==> src/rtl/mux_logic_pkg.sv <==
// rtl/mux_logic_pkg.sv - opcode constants and legality helper for the mux logic pipe
package mux_logic_pkg;

  localparam logic [2:0] OP_AND   = 3'd0;
  localparam logic [2:0] OP_OR    = 3'd1;
  localparam logic [2:0] OP_NAND  = 3'd2;
  localparam logic [2:0] OP_NOR   = 3'd3;
  localparam logic [2:0] OP_XOR   = 3'd4;
  localparam logic [2:0] OP_XNOR  = 3'd5;
  localparam logic [2:0] OP_PASSA = 3'd6;
  localparam logic [2:0] OP_ILL   = 3'd7;

  function automatic logic op_legal(input logic [2:0] op);
    return op != OP_ILL;
  endfunction

endpackage

==> src/rtl/mux2_vec.sv <==
// rtl/mux2_vec.sv - per-bit 2:1 mux over vector operands, y = s ? d1 : d0
module mux2_vec #(
  parameter int WIDTH = 8
) (
  input  logic [WIDTH-1:0] s,
  input  logic [WIDTH-1:0] d1,
  input  logic [WIDTH-1:0] d0,
  output logic [WIDTH-1:0] y
);

  always_comb begin
    y = '0;
    for (int i = 0; i < WIDTH; i++) begin
      y[i] = s[i] ? d1[i] : d0[i];
    end
  end

endmodule

==> src/rtl/mux_logic_pipe.sv <==
// rtl/mux_logic_pipe.sv - two-stage valid/ready pipe applying a mux-built bitwise op
// to two operands, with zero/parity flags, saturating handshake counter and sticky error.
module mux_logic_pipe
  import mux_logic_pkg::*;
#(
  parameter int WIDTH = 8,
  parameter int TAG_W = 4,
  parameter int CNT_W = 16
) (
  input  logic             clk,
  input  logic             rst_n,
  input  logic             in_valid,
  output logic             in_ready,
  input  logic [WIDTH-1:0] in_a,
  input  logic [WIDTH-1:0] in_b,
  input  logic [2:0]       in_op,
  input  logic [TAG_W-1:0] in_tag,
  output logic             out_valid,
  input  logic             out_ready,
  output logic [WIDTH-1:0] out_y,
  output logic [TAG_W-1:0] out_tag,
  output logic             out_zero,
  output logic             out_par,
  input  logic             cnt_clr,
  output logic [CNT_W-1:0] op_count,
  output logic             err_op
);

  localparam logic [CNT_W-1:0] CNT_MAX = {CNT_W{1'b1}};

  logic             s1_valid_q, s1_valid_d;
  logic [WIDTH-1:0] s1_a_q, s1_a_d;
  logic [WIDTH-1:0] s1_b_q, s1_b_d;
  logic [2:0]       s1_op_q, s1_op_d;
  logic [TAG_W-1:0] s1_tag_q, s1_tag_d;

  logic             s2_valid_q, s2_valid_d;
  logic [WIDTH-1:0] s2_y_q, s2_y_d;
  logic [TAG_W-1:0] s2_tag_q, s2_tag_d;
  logic             s2_zero_q, s2_zero_d;
  logic             s2_par_q, s2_par_d;
  logic             s2_ill_q, s2_ill_d;

  logic [CNT_W-1:0] cnt_q, cnt_d;
  logic             err_q, err_d;

  logic             s2_load;
  logic             in_fire;
  logic             out_fire;
  logic [WIDTH-1:0] mux_d1;
  logic [WIDTH-1:0] mux_d0;
  logic [WIDTH-1:0] mux_y;

  assign s2_load  = s1_valid_q && (!s2_valid_q || out_ready);
  assign in_ready = !s1_valid_q || s2_load;
  assign in_fire  = in_valid && in_ready;
  assign out_fire = s2_valid_q && out_ready;

  // Operand a drives every select; the opcode only picks what sits on the data legs.
  always_comb begin
    mux_d1 = '0;
    mux_d0 = '0;
    case (s1_op_q)
      OP_AND:   begin mux_d1 = s1_b_q;  mux_d0 = '0;      end
      OP_OR:    begin mux_d1 = '1;      mux_d0 = s1_b_q;  end
      OP_NAND:  begin mux_d1 = ~s1_b_q; mux_d0 = '1;      end
      OP_NOR:   begin mux_d1 = '0;      mux_d0 = ~s1_b_q; end
      OP_XOR:   begin mux_d1 = ~s1_b_q; mux_d0 = s1_b_q;  end
      OP_XNOR:  begin mux_d1 = s1_b_q;  mux_d0 = ~s1_b_q; end
      OP_PASSA: begin mux_d1 = '1;      mux_d0 = '0;      end
      default:  begin mux_d1 = '0;      mux_d0 = '0;      end
    endcase
  end

  mux2_vec #(.WIDTH(WIDTH)) u_mux (
    .s  (s1_a_q),
    .d1 (mux_d1),
    .d0 (mux_d0),
    .y  (mux_y)
  );

  always_comb begin
    s1_valid_d = s1_valid_q;
    s1_a_d     = s1_a_q;
    s1_b_d     = s1_b_q;
    s1_op_d    = s1_op_q;
    s1_tag_d   = s1_tag_q;
    if (in_fire) begin
      s1_valid_d = 1'b1;
      s1_a_d     = in_a;
      s1_b_d     = in_b;
      s1_op_d    = in_op;
      s1_tag_d   = in_tag;
    end else if (s2_load) begin
      s1_valid_d = 1'b0;
    end

    s2_valid_d = s2_valid_q;
    s2_y_d     = s2_y_q;
    s2_tag_d   = s2_tag_q;
    s2_zero_d  = s2_zero_q;
    s2_par_d   = s2_par_q;
    s2_ill_d   = s2_ill_q;
    if (s2_load) begin
      s2_valid_d = 1'b1;
      s2_y_d     = mux_y;
      s2_tag_d   = s1_tag_q;
      s2_zero_d  = (mux_y == '0);
      s2_par_d   = ^mux_y;
      s2_ill_d   = !op_legal(s1_op_q);
    end else if (out_fire) begin
      s2_valid_d = 1'b0;
    end

    cnt_d = cnt_q;
    if (cnt_clr) begin
      cnt_d = '0;
    end else if (out_fire && (cnt_q != CNT_MAX)) begin
      cnt_d = cnt_q + 1'b1;
    end

    err_d = err_q || (out_fire && s2_ill_q);
  end

  always_ff @(posedge clk) begin
    if (!rst_n) begin
      s1_valid_q <= 1'b0;
      s1_a_q     <= '0;
      s1_b_q     <= '0;
      s1_op_q    <= '0;
      s1_tag_q   <= '0;
      s2_valid_q <= 1'b0;
      s2_y_q     <= '0;
      s2_tag_q   <= '0;
      s2_zero_q  <= 1'b1;
      s2_par_q   <= 1'b0;
      s2_ill_q   <= 1'b0;
      cnt_q      <= '0;
      err_q      <= 1'b0;
    end else begin
      s1_valid_q <= s1_valid_d;
      s1_a_q     <= s1_a_d;
      s1_b_q     <= s1_b_d;
      s1_op_q    <= s1_op_d;
      s1_tag_q   <= s1_tag_d;
      s2_valid_q <= s2_valid_d;
      s2_y_q     <= s2_y_d;
      s2_tag_q   <= s2_tag_d;
      s2_zero_q  <= s2_zero_d;
      s2_par_q   <= s2_par_d;
      s2_ill_q   <= s2_ill_d;
      cnt_q      <= cnt_d;
      err_q      <= err_d;
    end
  end

  assign out_valid = s2_valid_q;
  assign out_y     = s2_y_q;
  assign out_tag   = s2_tag_q;
  assign out_zero  = s2_zero_q;
  assign out_par   = s2_par_q;
  assign op_count  = cnt_q;
  assign err_op    = err_q;

endmodule

==> config.mk <==
export PLATFORM = sky130hd
export DESIGN_NAME = mux_logic_pipe
export DESIGN_NICKNAME = d
export VERILOG_FILES = /design/src/rtl/mux_logic_pkg.sv /design/src/rtl/mux2_vec.sv /design/src/rtl/mux_logic_pipe.sv
export SDC_FILE = /design/constraint.sdc
export NUM_CORES = 1
export LEC_CHECK = 0
export CAP_MARGIN = 10
export CELL_PAD_IN_SITES_DETAIL_PLACEMENT = 0
export CELL_PAD_IN_SITES_GLOBAL_PLACEMENT = 1
export CORE_MARGIN = 3
export CORE_UTILIZATION = 35
export DETAILED_ROUTE_END_ITERATION = 8
export PLACE_DENSITY = 0.7
export SLEW_MARGIN = 10
export SYNTH_ARGS = -nofsm -noshare
export SYNTH_HDL_FRONTEND = slang
export SYNTH_HIERARCHICAL = 1
export SYNTH_SLANG_ARGS = --single-unit
==> constraint.sdc <==
create_clock -name clk -period 5 [get_ports clk]
set_input_delay 1 -clock clk [delete_from_list [all_inputs] [get_ports clk]]
set_output_delay 1 -clock clk [all_outputs]
set_load 0.005 [all_outputs]
==> summary.txt <==
Cells and area
  • Multi-input gate area: 0.00187 sq mm
  • Layout net count: 464
  • Share of cells above drive strength 1: 6.65%
  • Ant. Diodes: 0
  • Layout area overhead: 25.2%
  • Storage element area: 0.00114 sq mm
  • # fillers: 902

Synth
  • Synth async-reset ratio: 0%
  • Seq cells post-synth: 57
  • Primary FF master, synth: dfxtp_1
  • Yosys warning total: 6
  • Count of cell types in the netlist: 46
  • Area leader, netlist: dfxtp_1
  • Post-synth EDFFs: 0
  • Area share of the largest cell type after synthesis: 35.9%
  • Post-synthesis sequential area ratio: 35.9%
  • Dominant cells by area after synthesis: dfxtp_1, nand2_1, a21boi_1
  • Post-Syn Area: 0.00318 sq mm
  • Gate Count Post-Synth: 387
  • Syn_area_per_cell: 8.22 sq um
  • Top post-synthesis cells by count: nand2_1, dfxtp_1, a21boi_1, clkbuf_1, mux2i_1
  • Syn Nets: 420
  • Count leader, synth: nand2_1

Timing
  • Endpoints failing setup: 0
  • Period utilization: 63.7%
  • Setup ws final: 1.81 ns
  • Slew margin rel.: 30.8%
  • Final worst path period need: 3.19 ns
  • Setup TNS: 0 ns
  • Max Freq: 314 MHz
  • Final Hold Fails: 0
  • RSZ-0062 raised after global routing: false
  • Worst-Margin Slew: 1.04 ns
  • Final slew viol count: 0
  • Setup Skew: 0.00600 ns

Die
  • Starting Density: 36.3%
  • IO Pins: 61
  • Die ar.: 0.0103 sq mm
  • Die width: 101 um
  • CORE AREA: 0.00876 sq mm
  • Die H: 101 um
  • FP Rows: 34

Placement
  • Pre-CTS setup slack: 1.81 ns
  • GPL Wtd Cong: 0.738
  • HPWL Detailed: 5.17 mm
  • Count of input and output buffers: 60

Route
  • ANT nets after route: 0
  • Drt total wl: 7.35 mm
  • DR WL/cell: 13.5 um
  • Drt pass-1 iters: 4
  • Initial DRC count: 71
  • Avg Vias per Cell: 5.10
  • DRC Markers: 0
  • Via Count: 2773

GRT
  • Total grt overflow: 0
  • Largest net degree at the start of global routing: 44
  • Global-route wire length before repair: 12.2 mm
  • Initial antenna violation count: 0
  • GRT Resource Usage Total: 15.0%
  • Vias in the first global route: 2605

Run
  • Max-Cap Viols: 0

Pwr
  • Sequential share of power: 47.1%
  • Switching share of power: 26.5%
  • Clk network pwr share: 36.9%
  • Sw Pwr: 0.278 mW
  • Logic pwr share: 16.0%
  • Lkg Pwr: 1.43 nW
  • VDD IR-drop max: 95.0 uV
  • Cell Pwr Density: 263 mW/mm^2
  • Internal: 0.771 mW

Clocking
  • H-Tree Depth: 3
  • Max Root-Sink Buffers: 2
  • Clock latency on the worst-skew pair: 0.33 ns
  • Clock root cell: clkbuf_8
  • Cts repair resizes: 0
  • Worst-path clk slew: 0.07 ns
  • CTS Hold Bufs: 0
  • Num CTS Buffers: 9
  • CTS Sinks: 57
  • CTS tree: yes
  • Post CTS Setup Buffer Count: 0

Critical path
  • Req. time, crit path: 4.00 ns
  • Endpoint class of the critical path: primary output
  • Crit-path max FO: 4
  • WP data arrival: 2.19 ns
  • FF-to-FF setup slack: 2.15 ns
  • WS Path Type: input port to primary output
  • Startpoint Class: input port

Outcome
  • Status: finished clean

Hold path
  • Class of the worst hold path: flip-flop to flip-flop
[metal layers]
layer  GRT usage [%]  wire length [um]
met1            18.8              3460
met2            24.3              3380
met3            2.75               304
met4            7.98               205
met5               0                 0
[stage by stage]
step,area [sq um],total power [mW],util [%],hold slack [ns],instances
final,3990,1.05,45.5,0.447,544
after global routing,3990,1.11,45.5,0.479,544
after CTS,3990,1.07,45.5,0.452,544
after detailed placement,3810,0.676,43.5,0.446,528
after global placement,3810,0.672,43.5,0.440,528
after floorplan,3180,0.617,-,0.431,387
[placed cells by master, fill, tap and decap left out, drive strengths merged, types with 2 or more instances in the layout]
cell type | netlist | routed
a21boi | 38 | 38
nor2 | 11 | 11
o31ai | 5 | 5
and4 | 3 | 3
nand4 | 7 | 7
a21oi | 18 | 18
a211oi | 9 | 9
and2 | 12 | 12
mux2 | 8 | 8
inv | 12 | 12
clkbuf | 19 | 14
nand3 | 6 | 6
o22ai | 8 | 8
nor3 | 11 | 11
nand2b | 5 | 5
ha | 5 | 5
o41ai | 2 | 2
or3 | 3 | 3
mux2i | 19 | 19
nor2b | 2 | 2
o311ai | 2 | 2
xnor2 | 3 | 3
clkdlybuf4s50 | 0 | 60
xor2 | 8 | 8
o21ai | 4 | 4
nand2 | 84 | 84
buf | 10 | 2
or4 | 6 | 6
dfxtp | 57 | 57
nor4 | 3 | 3
[power groups by stage]
stage          logic, mW  registers, mW  clock network [mW]
2_1_floorplan      0.124          0.493                   0
3_3_place_gp       0.168          0.504                   0
3_5_place_dp       0.171          0.505                   0
4_1_cts            0.172          0.494               0.402
5_1_grt            0.190          0.497               0.421
6_report           0.168          0.494               0.387
[flip-flops by register name (all words and copies together) (netlist names)]
signal and flops:
out_y 8, s1_a_q 8, s1_tag_q 4, out_par 1
s1_valid_q 1, s1_op_q 3, out_zero 1, out_tag 4
op_count 16, s1_b_q 8, out_valid 1, s2_ill_q 1
err_op 1
[cells by family after synthesis]
logic type      after synthesis  share of synthesized area, %
simple gates                157                          25.0
compound gates               89                          19.2
flops                        57                          35.9
buf+inv                      41                          5.27
mux                          27                          9.75
xor+xnor                     11                          3.03
fa+ha+maj                     5                          1.97
[cell type report]
| class | count | share of cell area [%] |
|---|---|---|
| Multi-Input combinational cell | 289 | 47.0 |
| Inverter | 12 | 1.13 |
| Clock buffer | 14 | 4.08 |
| Tap cell | 108 | 3.39 |
| Sequential cell | 57 | 28.6 |
| Timing Repair Buffer | 62 | 15.4 |
| Clock inverter | 2 | 0.314 |
[worst max-delay path, stage by stage]
cell	delay, ns
clkdlybuf4s50_1	0.50
nand3b_1	0.17
clkdlybuf4s50_1	0.52
[worst paths after layout]
kind	depth (start not counted)	startpoint	end
setup / recovery	3	out_ready	in_ready
hold / removal	2	s1_tag_q[3]$_SDFFE_PN0P_	out_tag[3]$_SDFFE_PN0P_
setup reg to reg	12	s1_op_q[0]$_SDFFE_PN0P_	out_par$_SDFFE_PN0P_
hold reg to reg	2	s1_tag_q[3]$_SDFFE_PN0P_	out_tag[3]$_SDFFE_PN0P_
Note: power is estimated with default switching activity, not from simulation.
